## config.mk

```make
export PLATFORM = sky130hd
export DESIGN_NAME = mux16_rr_arbiter_flat
export DESIGN_NICKNAME = d
export VERILOG_FILES = /design/src/rtl/mux16_rr_arbiter_if.sv /design/src/rtl/mux16_rr_arbiter.sv /design/src/flat_wrapper.sv
export SDC_FILE = /design/constraint.sdc
export NUM_CORES = 1
export LEC_CHECK = 0
export ABC_CLOCK_PERIOD_IN_PS = 4000
export CORE_MARGIN = 4
export CORE_UTILIZATION = 50
export CTS_CLUSTER_DIAMETER = 30
export CTS_CLUSTER_SIZE = 40
export DETAILED_ROUTE_END_ITERATION = 8
export HOLD_SLACK_MARGIN = 0.05
export PLACE_DENSITY = 0.87
export RECOVER_POWER = 100
export SETUP_SLACK_MARGIN = 0.4
export SLEW_MARGIN = 20
export SYNTH_ARGS = -nofsm -noshare
export SYNTH_HDL_FRONTEND = slang
export SYNTH_SLANG_ARGS = --single-unit
```

## constraint.sdc

```tcl
create_clock -name clk -period 4 [get_ports clk]
set_input_delay 1 -clock clk [delete_from_list [all_inputs] [get_ports clk]]
set_output_delay 1 -clock clk [all_outputs]
set_load 0.1 [all_outputs]
```

## src/rtl/mux16_rr_arbiter_if.sv

```systemverilog
// Bus bundle between the 16-way round-robin arbiter and its requesters.
//   req/done/din : driven by the requester side (master)
//   sel/gnt/gnt_valid/timeout/dout : driven by the arbiter (slave)
interface mux16_rr_arbiter_if;
  logic [15:0] req;
  logic        done;
  logic [15:0] din;
  logic [3:0]  sel;
  logic [15:0] gnt;
  logic        gnt_valid;
  logic        timeout;
  logic        dout;

  modport master (
    output req, done, din,
    input  sel, gnt, gnt_valid, timeout, dout
  );

  modport slave (
    input  req, done, din,
    output sel, gnt, gnt_valid, timeout, dout
  );
endinterface

```

## src/rtl/mux16_rr_arbiter.sv

```systemverilog
// mux16to1: plain 16:1 single-bit mux, inputs a..p selected by {s3,s2,s1,s0}.
// mux16_rr_arbiter: round-robin arbiter + sequencer in front of mux16to1.
//   clk, rst_n : clock, synchronous active-low reset
//   bus (slave): req[15:0], done, din[15:0] in; sel[3:0], gnt[15:0],
//                gnt_valid, timeout (all registered), dout (combinational) out
//   HOLD_MAX   : longest grant in cycles (1..255)
module mux16to1 (
  input  logic a, b, c, d, e, f, g, h, i, j, k, l, m, n, o, p,
  input  logic s3, s2, s1, s0,
  output logic y
);
  logic [15:0] in_vec;
  assign in_vec = {p, o, n, m, l, k, j, i, h, g, f, e, d, c, b, a};
  assign y      = in_vec[{s3, s2, s1, s0}];
endmodule

module mux16_rr_arbiter #(
  parameter int HOLD_MAX = 8
) (
  input  logic                 clk,
  input  logic                 rst_n,
  mux16_rr_arbiter_if.slave    bus
);
  localparam int HW = $clog2(HOLD_MAX) + 1;
  localparam logic [HW-1:0] HOLD_LAST = HW'(HOLD_MAX - 1);

  localparam logic [0:0] IDLE  = 1'b0;
  localparam logic [0:0] GRANT = 1'b1;

  logic [0:0]    state_q, state_d;
  logic [3:0]    ptr_q, ptr_d;
  logic [3:0]    sel_q, sel_d;
  logic [15:0]   gnt_q, gnt_d;
  logic          gnt_valid_q, gnt_valid_d;
  logic          timeout_q, timeout_d;
  logic [HW-1:0] hold_cnt_q, hold_cnt_d;

  // First requester at or after start, mod 16. Bit 4 = found.
  // Scanning from the far end down lets the nearest hit overwrite the rest.
  function automatic logic [4:0] rr_search(input logic [15:0] r, input logic [3:0] start);
    logic [4:0] res;
    logic [3:0] idx;
    res = 5'd0;
    for (int k = 15; k >= 0; k--) begin
      idx = start + 4'(k);
      if (r[idx]) res = {1'b1, idx};
    end
    return res;
  endfunction

  logic [3:0] search_start;
  logic [4:0] found;
  logic       rel_user, rel_hold, release_now;

  // In GRANT the search always starts just past the current grantee, so
  // the released channel drops to lowest priority.
  assign search_start = (state_q == GRANT) ? sel_q + 4'd1 : ptr_q;
  assign found        = rr_search(bus.req, search_start);
  assign rel_user     = bus.done | ~bus.req[sel_q];
  assign rel_hold     = (hold_cnt_q == HOLD_LAST);
  assign release_now  = rel_user | rel_hold;

  always_comb begin
    state_d     = state_q;
    ptr_d       = ptr_q;
    sel_d       = sel_q;
    gnt_d       = gnt_q;
    gnt_valid_d = gnt_valid_q;
    timeout_d   = 1'b0;
    hold_cnt_d  = hold_cnt_q;
    if (state_q == IDLE || release_now) begin
      if (state_q == GRANT) begin
        ptr_d     = sel_q + 4'd1;
        timeout_d = rel_hold & ~rel_user;
      end
      hold_cnt_d = '0;
      if (found[4]) begin
        state_d     = GRANT;
        sel_d       = found[3:0];
        gnt_d       = 16'd1 << found[3:0];
        gnt_valid_d = 1'b1;
      end else begin
        state_d     = IDLE;
        gnt_d       = '0;
        gnt_valid_d = 1'b0;
      end
    end else begin
      hold_cnt_d = hold_cnt_q + 1'b1;
    end
  end

  always_ff @(posedge clk) begin
    if (!rst_n) begin
      state_q     <= IDLE;
      ptr_q       <= '0;
      sel_q       <= '0;
      gnt_q       <= '0;
      gnt_valid_q <= 1'b0;
      timeout_q   <= 1'b0;
      hold_cnt_q  <= '0;
    end else begin
      state_q     <= state_d;
      ptr_q       <= ptr_d;
      sel_q       <= sel_d;
      gnt_q       <= gnt_d;
      gnt_valid_q <= gnt_valid_d;
      timeout_q   <= timeout_d;
      hold_cnt_q  <= hold_cnt_d;
    end
  end

  logic mux_y;

  mux16to1 u_mux (
    .a(bus.din[0]),  .b(bus.din[1]),  .c(bus.din[2]),  .d(bus.din[3]),
    .e(bus.din[4]),  .f(bus.din[5]),  .g(bus.din[6]),  .h(bus.din[7]),
    .i(bus.din[8]),  .j(bus.din[9]),  .k(bus.din[10]), .l(bus.din[11]),
    .m(bus.din[12]), .n(bus.din[13]), .o(bus.din[14]), .p(bus.din[15]),
    .s3(sel_q[3]), .s2(sel_q[2]), .s1(sel_q[1]), .s0(sel_q[0]),
    .y(mux_y)
  );

  assign bus.sel       = sel_q;
  assign bus.gnt       = gnt_q;
  assign bus.gnt_valid = gnt_valid_q;
  assign bus.timeout   = timeout_q;
  assign bus.dout      = gnt_valid_q & mux_y;
endmodule
```

## src/flat_wrapper.sv

```systemverilog
// flat-port wrapper written by rule: the top's interface ports become plain ports
module mux16_rr_arbiter_flat 
#(
  parameter int HOLD_MAX = 8
)
  (clk, rst_n, bus_req, bus_done, bus_din, bus_sel, bus_gnt, bus_gnt_valid, bus_timeout, bus_dout);
  mux16_rr_arbiter_if bus_i ();
  input  logic clk;
  input  logic rst_n;
  input wire logic [$bits(bus_i.req)-1:0] bus_req;
  input wire logic [$bits(bus_i.done)-1:0] bus_done;
  input wire logic [$bits(bus_i.din)-1:0] bus_din;
  output wire logic [$bits(bus_i.sel)-1:0] bus_sel;
  output wire logic [$bits(bus_i.gnt)-1:0] bus_gnt;
  output wire logic [$bits(bus_i.gnt_valid)-1:0] bus_gnt_valid;
  output wire logic [$bits(bus_i.timeout)-1:0] bus_timeout;
  output wire logic [$bits(bus_i.dout)-1:0] bus_dout;
  assign bus_i.req = bus_req;
  assign bus_i.done = bus_done;
  assign bus_i.din = bus_din;
  assign bus_sel = bus_i.sel;
  assign bus_gnt = bus_i.gnt;
  assign bus_gnt_valid = bus_i.gnt_valid;
  assign bus_timeout = bus_i.timeout;
  assign bus_dout = bus_i.dout;
  mux16_rr_arbiter #(.HOLD_MAX(HOLD_MAX)) u_core (.clk(clk), .rst_n(rst_n), .bus(bus_i));
endmodule
```

==> qor.txt, run 1 <==
Area of the multi-input gates: 3250 um^2
CP max stage cell: mux4_2
Reg area: 607 um^2
DRC violations left: 0
CP arrival: 4.18 ns
Largest net degree at the start of global routing: 20
WP buf/inv: 4
Initial drt markers: 360
Placer Congestion: 1.01
Register area share after synthesis: 0.165
Antenna fix cells: 0
Fillers: 400
Total of max-cap violations: 0
Post-synth top area share: 0.165
Buffers on Ports: 57
Yosys cell types: 84
Mapped Area: 3640 um^2
Mean area per synthesized cell: 9.03 um^2
CP startpoint kind: input port
# setup viols final: 0
Main synth FF type: dfxtp_1
GRT Total Usage: 0.314
First-pass GRT wire length: 21500 um
Die area: 8710 um^2
Post-synth ARST share: 0
# IOs: 58
Design Area, Final: 5650 um^2
WL final: 15100 um
Most frequent cells in the layout: buf_4 (107), nand2_1 (37), nor2_1 (36)
Synth area leader: dfxtp_1
Clk root buf: clkbuf_8
Die height: 93.3 um
Antenna Nets Post-Route: 0
DRT Pass-1 Iters: 7
Post-synth EDFFs: 0
Wire length per cell: 22.8 um
RSZ-0062 raised after global routing: true
# rows: 30
Die width: 93.3 um
Via count: 4257
Synth Net Count: 445
RR Startpoint: u_core.bus.sel[0]
Worst hold path type: flop to flop
CTS sink cnt: 30
Post-DP HPWL: 10500 um
Antenna violations before repair: 0
CTS H-Tree Depth: 2
Relative slew slack: 0.227
Synth Warn #: 0
Syn-to-layout area delta: 55.3%
FMAX: 252 MHz
CP cell instances: clkdlybuf4s15_1, buf_4, mux2_1, mux4_2, buf_6, mux2i_4, o22ai_1, o21a_1, or2_4, o41ai_4, buf_4, nor3b_4, nand2_2, o21ai_1
Vias in the first global route: 4086
Core area: 6940 um^2
CTS max path bufs: 2
Worst-margin pin slew: 1.16 ns
Synth top area cells: dfxtp_1 (17%), mux4_2 (14%), mux2i_1 (8.0%), nand2_1 (4.1%), nor2_1 (3.8%)
Hold_buf cts: 0
Req. time, crit path: 4.21 ns
Outcome: complete, no violations
Dpl cell area: 5050 um^2
Critical Path Fanout Max: 4
Initial Util: 0.524
Seq cells post-synth: 30
Worst-path clk slew: 0.06 ns
Critical path's most frequent cell: buf_4
Max-slew violation count: 0
Layout cells sized above 1: 0.451
CTS Buf Count: 5
Setup Skew: 0.00625 ns
Total gr overflow: 0
Clock latency on the worst-skew pair: 0.29 ns
Layout Nets: 609
Most common library cell in the layout ignoring fill and taps: buf_4
Via/cell ratio: 6.41
Crit share post-route: 0.991
CP top delay family: multiplexers
Fin crit period: 3.97 ns
Min-delay src: u_core.bus.gnt[1]
Slowest stage delay, CP: 0.54 ns
Hold Violations, Final: 0
Kind of critical path: input port to flop
DP Cell Count: 631
CTS tree: done
Final Non-Filler Cells: 664
Post-Synthesis Cells: 403
Worst setup EP type: flop
Crit path from: bus_req[7]
-- state kept, by name, summed over array words and instances, names as in the netlist --
signal and count:
u_core.hold_cnt_q 4, u_core.bus.sel 4, u_core.state_q 1, u_core.ptr_q 4
u_core.bus.gnt 16, u_core.bus.timeout 1
-- metal layers --
layer | global-route usage | wire, um | vias up
met5 | 0 | 0 | -
met4 | 0.0818 | 579 | 0
met3 | 0.0491 | 1280 | 60
met2 | 0.543 | 7580 | 287
met1 | 0.406 | 5680 | 2034
li1 | - | - | 1876
-- worst paths after layout --
path | to | slack (ns) | depth (start not counted)
worst max-delay path | u_core.bus.gnt[7] | 0.03 | 14
worst min-delay path | u_core.bus.gnt[1] | 0.46 | 2
worst max register to register | u_core.bus.gnt[7] | 0.04 | 17
worst min register to register | u_core.bus.gnt[1] | 0.46 | 2
-- synth_stat cells, types with 3 or more instances --
master / instances
inv_1: 6
nand2b_1: 4
mux2i_1: 29
buf_2: 3
and3_1: 4
nand3_1: 4
nor2b_1: 3
ha_1: 7
clkbuf_1: 7
o21ai_0: 15
nor3_1: 4
o221ai_1: 3
o22ai_1: 6
mux2_1: 9
o21ai_1: 11
or2_2: 5
and2_1: 6
nand4_1: 4
nor2_1: 37
xnor2_2: 4
a21o_1: 3
mux4_2: 22
mux2_2: 7
a211oi_1: 11
a211o_1: 5
dfxtp_1: 30
o31ai_1: 5
a221oi_1: 3
a22oi_1: 3
buf_4: 9
buf_1: 3
o211a_1: 3
o21ai_2: 4
a21oi_1: 16
mux2i_2: 4
nand2_1: 40
xnor2_1: 11
-- through the flow --
step | utilization | worst slack (ns) | hold WS (ns) | setup TNS [ns]
after floorplan | - | -0.0113 | 0.420 | -0.0448
after global placement | 0.727 | -0.247 | 0.439 | -3.16
after detailed placement | 0.727 | -0.339 | 0.445 | -4.39
after CTS | 0.779 | 0.141 | 0.454 | 0
after global routing | 0.814 | -0.0575 | 0.482 | -0.239
final | 0.814 | 0.0344 | 0.456 | 0
-- cells by family (layout without fill, tap and decap cells) --
logic type	Yosys count	in the layout	share of synthesized area
XOR/XNOR	17	17	0.0543
flip-flops	30	30	0.165
AND/OR/NAND/NOR	124	124	0.170
multiplexers	74	74	0.297
AO/OA/AOI/OAI	116	116	0.236
adder cells (fa/ha/maj)	7	7	0.0241
buffers and inverters	35	200	0.0536
-- layout make-up --
type	count	share of cell area
clock buffer	7	0.0153
timing repair buffer	181	0.271
tap	96	0.0212
sequential	30	0.107
inverter	11	0.00952
clock inverter	1	0.000885
multi-input combinational	338	0.575
-- worst min-delay path: cells and delay by family (launching register included) --
family | cells | cell delay (ns)
and+or+nand+nor | 1 | 0.06
AOI/OAI and AO/OA | 1 | 0.04
DFF | 1 | 0.32
-- timing repair --
| item | in CTS | in global routing |
|---|---|---|
| setup buffers | 18 | 7 |
| endpoints found under the hold margin | 0 | 0 |
| pin swaps | 20 | 29 |
| setup endpoints to repair | 21 | 20 |
| resized for setup | 71 | 46 |
Power of run 1 is left out: the tool's default activity adds up to more than one toggle a clock period on the data nets, which glitch-free logic cannot reach.
==> run 2, diff against run 1 <==
Settings changed: CORE_UTILIZATION 50 to 55, DONT_BUFFER_PORTS from default to 1, PLACE_DENSITY 0.87 to 0.82.
==> run 2 against run 1 <==
  * Fmax increased by 1.8%
  * Worst hold slack about the same
  * Sequential share of layout area increased by 1.9 points
  * First-iteration DRC count decreased by 24%
  * Worst setup slack improved by 0.072 ns
  * Register-to-register slack improved by 0.07 ns
  * Global-route usage increased by 0.29 points
  * Non-clock buffer count decreased by 90
  * Clock-buffer cell count unchanged
  * Wire length decreased by 15%
==> qor.txt, run 2 (same netlist as run 1, synthesis figures left out) <==
Outcome: complete, no violations
Worst-margin pin slew: 1.43 ns (+0.265 ns)
Core area: 6390 um^2 (-8.0%)
Total of max-cap violations: 0 (unchanged)
Clock latency on the worst-skew pair: 0.28 ns (about the same)
Setup Skew: 0.00506 ns (-0.00119 ns)
Total gr overflow: 0 (unchanged)
CP max stage cell: mux2i_1
FF-to-FF setup slack: 0.11 ns (+0.07 ns)
CP cell instances: or2_4, nand2_8, inv_6, buf_6, mux2i_1, mux2i_1, mux2i_2, mux2_2, mux2_4, mux2_4, o41ai_4, nor3b_4, nand2b_1, o21ai_1
Worst path depth: 14 (unchanged)
CP startpoint kind: flop
CTS H-Tree Depth: 2 (unchanged)
Max-slew violation count: 0 (unchanged)
Setup crit end: u_core.bus.gnt[11]
Dpl cell area: 4130 um^2 (-18%)
Core Util, Final: 0.758 (-0.0562)
Die height: 89.4 um (-4.3%)
Most frequent cells in the layout: buf_4 (70), nand2_1 (38), nor2_1 (35)
Setup TNS: 0 ns (unchanged)
RSZ-0062 raised after global routing: true
Wire length per cell: 23.0 um (+0.95%)
Final Non-Filler Cells: 557 (-16%)
Hold Violations, Final: 0 (unchanged)
Placer Congestion: 1.02 (+1.5%)
Syn-to-layout area delta: 33.0%
Critical Path Fanout Max: 15 (+11)
Slowest stage delay, CP: 0.45 ns (-0.09 ns)
First-pass GRT wire length: 19200 um (-11%)
Via/cell ratio: 6.87 (+7.1%)
CP arrival: 4.10 ns (-0.08 ns)
Die width: 89.4 um (-4.3%)
Die area: 7980 um^2 (-8.3%)
Req. time, crit path: 4.21 ns (about the same)
RR Startpoint: u_core.state_q
Crit path from: u_core.state_q
Crit share post-route: 0.974 (-0.0179)
FMAX: 257 MHz (+1.8%)
Antenna Nets Post-Route: 0 (unchanged)
Most common library cell in the layout ignoring fill and taps: buf_4
Worst-path clk slew: 0.06 ns (about the same)
Relative slew slack: 0.0474 (-0.180)
# setup viols final: 0 (unchanged)
Vias in the first global route: 3617 (-11%)
CTS max path bufs: 2 (unchanged)
GRT Total Usage: 0.317 (+0.00288)
Initial Util: 0.570 (+0.0458)
Design Area, Final: 4840 um^2 (-14%)
R2R depth: 14 (-3)
DRT Pass-1 Iters: 6 (-1)
# IOs: 58 (unchanged)
Kind of critical path: flop to flop
CTS Buf Count: 5 (unchanged)
Layout Nets: 521 (-14%)
Initial drt markers: 275 (-24%)
Clk root buf: clkbuf_8
Fin crit period: 3.89 ns (-0.0715 ns)
Max FFs per register: 16 (unchanged)
CTS tree: done
DRC violations left: 0 (unchanged)
Reg2Reg Capture Point: u_core.bus.gnt[11]
Buffers on Ports: 0 (-100%)
Antenna violations before repair: 0 (unchanged)
WL final: 12800 um (-15%)
Antenna fix cells: 0 (unchanged)
Worst setup EP type: flop
Via count: 3826 (-10%)
Worst hold path type: flop to flop
CP top delay family: multiplexers
Layout cells sized above 1: 0.429 (-0.0215)
CTS sink cnt: 30 (unchanged)
WP buf/inv: 2 (-2)
Post-DP HPWL: 9510 um (-9.3%)
Largest net degree at the start of global routing: 20 (unchanged)
DP Cell Count: 511 (-19%)
# rows: 29 (-3.3%)
## run 2: changes by cell type in the layout (fill, tap and decap cells not counted), moves of 3 or more
| cell | change |
|---|---|
| buf_4 | -37 |
| clkdlybuf4s50_1 | -6 |
| mux2i_1 | +3 |
| mux2i_2 | -6 |
| mux2i_4 | +3 |
| dlygate4sd2_1 | -30 |
| dlygate4sd3_1 | -17 |
| o21ai_2 | -4 |
| nand2_4 | +3 |
## run 2: worst min-delay path by stage
stage,from,end,slack [ns],cells after the start
after floorplan,u_core.hold_cnt_q[0],u_core.hold_cnt_q[0],0.42,1
after global placement,u_core.hold_cnt_q[0],u_core.hold_cnt_q[0],0.44,1
after detailed placement,u_core.hold_cnt_q[0],u_core.hold_cnt_q[0],0.45,1
after CTS,u_core.hold_cnt_q[0],u_core.hold_cnt_q[0],0.46,1
after global routing,u_core.hold_cnt_q[0],u_core.hold_cnt_q[0],0.46,1
final,u_core.hold_cnt_q[0],u_core.hold_cnt_q[0],0.46,1
## run 2: area by class of cell
class | count | area, um^2
clock buffer | 7 | 86.3
inverter | 11 | 48.8
multi-input combinational | 340 | 3250
timing repair buffer | 91 | 743
tap | 77 | 96.3
clock inverter | 1 | 5.00
sequential | 30 | 609
fill | 437 | 1550
## run 2: per-stage QoR
stage	hold WS [ns]	worst slack, ns
finish	0.457	0.106
global route	0.464	-0.0184
CTS	0.456	0.193
detailed placement	0.448	0.0161
global placement	0.438	0.122
floorplan	0.420	-0.0113
## run 2: repair_timing
action,4_1_cts,5_1_grt
hold buffers,0,0
setup endpoints to repair,20,20
setup buffers,20,16
gates resized for setup,32,38
gates cloned,1,1
pin swaps,21,21
## run 2: worst reg2reg max path: cells and delay by family (launching register included)
family | cells | cell delay, ns
buffers and inverters | 2 | 0.21
flip-flops | 1 | 0.41
AND/OR/NAND/NOR | 4 | 0.83
multiplexers | 6 | 1.73
AO/OA/AOI/OAI | 2 | 0.62
## run 2: layer usage
metal  global-route usage  share of wire  vias to the layer above
met3               0.0461          0.096                       48
met1                0.399           0.38                     1833
li1                     -              -                     1704
met5                    0              0                        -
met4                0.137          0.046                        0
met2                0.538           0.48                      241
Power of run 2 is left out for the same reason.
==> run 3, diff against run 2 <==
Settings changed: CORE_MARGIN 4 to 3, CTS_CLUSTER_DIAMETER 30 to default, SKIP_LAST_GASP from default to 1.
==> run 3 against run 2 <==
  * Clock skew increased by 0.0028 ns
  * Via count down 0.73%
  * Largest cell class unchanged
  * Wire length is 0.89% higher
  * Final area shrank 2.1%
  * Sequential share of layout area grew 0.21 points
==> qor.txt, run 3 (same netlist as run 1, synthesis figures left out) <==
Outcome: complete, no violations
Antenna violations before repair: 0 (unchanged)
GRT Total Usage: 0.321 (+0.00455)
Design Area, Final: 4740 um^2 (-2.1%)
First-pass GRT wire length: 19000 um (-1.1%)
Antenna Nets Post-Route: 0 (unchanged)
Reg area: 607 um^2 (-0.41%)
# rows: 29 (unchanged)
WP buf/inv: 1 (-1)
Most common library cell in the layout ignoring fill and taps: buf_4
CP startpoint kind: flop
Initial Util: 0.570 (unchanged)
Total of max-cap violations: 0 (unchanged)
Antenna fix cells: 0 (unchanged)
CTS Buf Count: 5 (unchanged)
Worst setup EP type: output port
DRT Pass-1 Iters: 5 (-1)
DRC violations left: 0 (unchanged)
Initial drt markers: 428 (+56%)
CP cell instances: clkbuf_1, mux4_2, and2_1
Worst Setup Slack, final: 0.0923 ns (-0.0136 ns)
FMAX: 256 MHz (-0.35%)
Layout cells sized above 1: 0.403 (-0.0257)
Largest net degree at the start of global routing: 20 (unchanged)
Die width: 87.4 um (-2.2%)
CP max stage cell: clkbuf_1
CTS tree: done
WL final: 12900 um (+0.89%)
Layout Nets: 508 (-2.5%)
Kind of critical path: flop to output port
Via/cell ratio: 6.99 (+1.8%)
Via count: 3798 (-0.73%)
# IOs: 58 (unchanged)
Placer Congestion: 0.952 (-6.8%)
Fillers: 426 (-2.5%)
Worst-margin pin slew: 1.43 ns (-0.000335 ns)
Clk root buf: clkbuf_8
Dpl cell area: 4120 um^2 (-0.30%)
Syn-to-layout area delta: 30.2%
# setup viols final: 0 (unchanged)
Req. time, crit path: 3.00 ns (-1.21 ns)
Critical Path Fanout Max: 4 (-11)
Area of the multi-input gates: 3180 um^2 (-2.0%)
CP top delay family: buffers and inverters
CTS max path bufs: 2 (unchanged)
CTS sink cnt: 30 (unchanged)
Core area: 6390 um^2 (unchanged)
Hold Violations, Final: 0 (unchanged)
Die height: 87.4 um (-2.2%)
Wire length per cell: 23.8 um (+3.5%)
Crit share post-route: 0.977 (+0.00340)
Worst hold path type: flop to flop
Most frequent cells in the layout: buf_4 (57), nand2_1 (37), nor2_1 (34)
Max-slew violation count: 0 (unchanged)
RSZ-0062 raised after global routing: true
Worst-path clk slew: 0.07 ns (about the same)
Post-DP HPWL: 8940 um (-6.0%)
Relative slew slack: 0.0477 (+0.000223)
Setup Skew: 0.00784 ns (+0.00277 ns)
Clock latency on the worst-skew pair: 0.28 ns (about the same)
Slowest stage delay, CP: 1.06 ns (+0.61 ns)
Worst slack at placement: 0.110 ns (+0.0939 ns)
Vias in the first global route: 3525 (-2.5%)
Die area: 7630 um^2 (-4.4%)
Buffers on Ports: 0 (unchanged)
Fin crit period: 3.91 ns (+0.0136 ns)
Total gr overflow: 0 (unchanged)
CTS H-Tree Depth: 2 (unchanged)
CP arrival: 2.91 ns (-1.19 ns)
Max FFs per register: 16 (unchanged)
[run 3: worst paths after layout]
path | startpoint | endpoint | slack [ns] | depth (start not counted)
worst max-delay path | u_core.bus.sel[3] | bus_dout | 0.09 | 3
worst min-delay path | u_core.hold_cnt_q[0] | u_core.hold_cnt_q[0] | 0.46 | 1
worst max register to register | u_core.bus.sel[0] | u_core.bus.sel[2] | 0.11 | 17
worst min register to register | u_core.hold_cnt_q[0] | u_core.hold_cnt_q[0] | 0.46 | 1
[run 3: layout make-up]
type                            instances  share of cell area
Tap cell                               77              0.0203
Sequential cell                        30               0.128
Timing Repair Buffer                   80               0.147
Clock buffer                            7              0.0227
Inverter                               11              0.0103
Multi-Input combinational cell        338               0.672
[run 3: routing by layer]
layer	up-vias	track usage	wire length, um
met5	-	0	0
met4	0	0.106	394
met3	45	0.0587	1240
met2	240	0.532	6350
met1	1847	0.420	4930
li1	1666	-	-
[run 3: repair_timing]
action / in CTS / in global routing
pin swaps: 25 / 25
endpoints found under the setup margin: 20 / 20
resized for setup: 26 / 34
hold buffers: 0 / 0
buffers inserted: 17 / 13
[run 3: worst register-to-register path: cells and delay by family (launching register included)]
family                   cells  cell delay [ns]
AO/OA/AOI/OAI                3             0.84
XOR/XNOR                     1             0.21
adder cells (fa/ha/maj)      2             0.44
buffers and inverters        6             0.76
flip-flops                   1             0.34
multiplexers                 3             0.98
AND/OR/NAND/NOR              2             0.17
[run 3: stage by stage]
| step | setup TNS (ns) | hold WS (ns) | util | std cells |
|---|---|---|---|---|
| 4_1_cts | 0 | 0.455 | 0.701 | 530 |
| 2_1_floorplan | -0.0448 | 0.420 | - | 403 |
| 3_5_place_dp | 0 | 0.445 | 0.644 | 506 |
| 6_report | 0 | 0.460 | 0.742 | 543 |
| 5_1_grt | -0.0301 | 0.479 | 0.742 | 543 |
| 3_3_place_gp | 0 | 0.437 | 0.644 | 506 |
Power of run 3 is left out for the same reason.
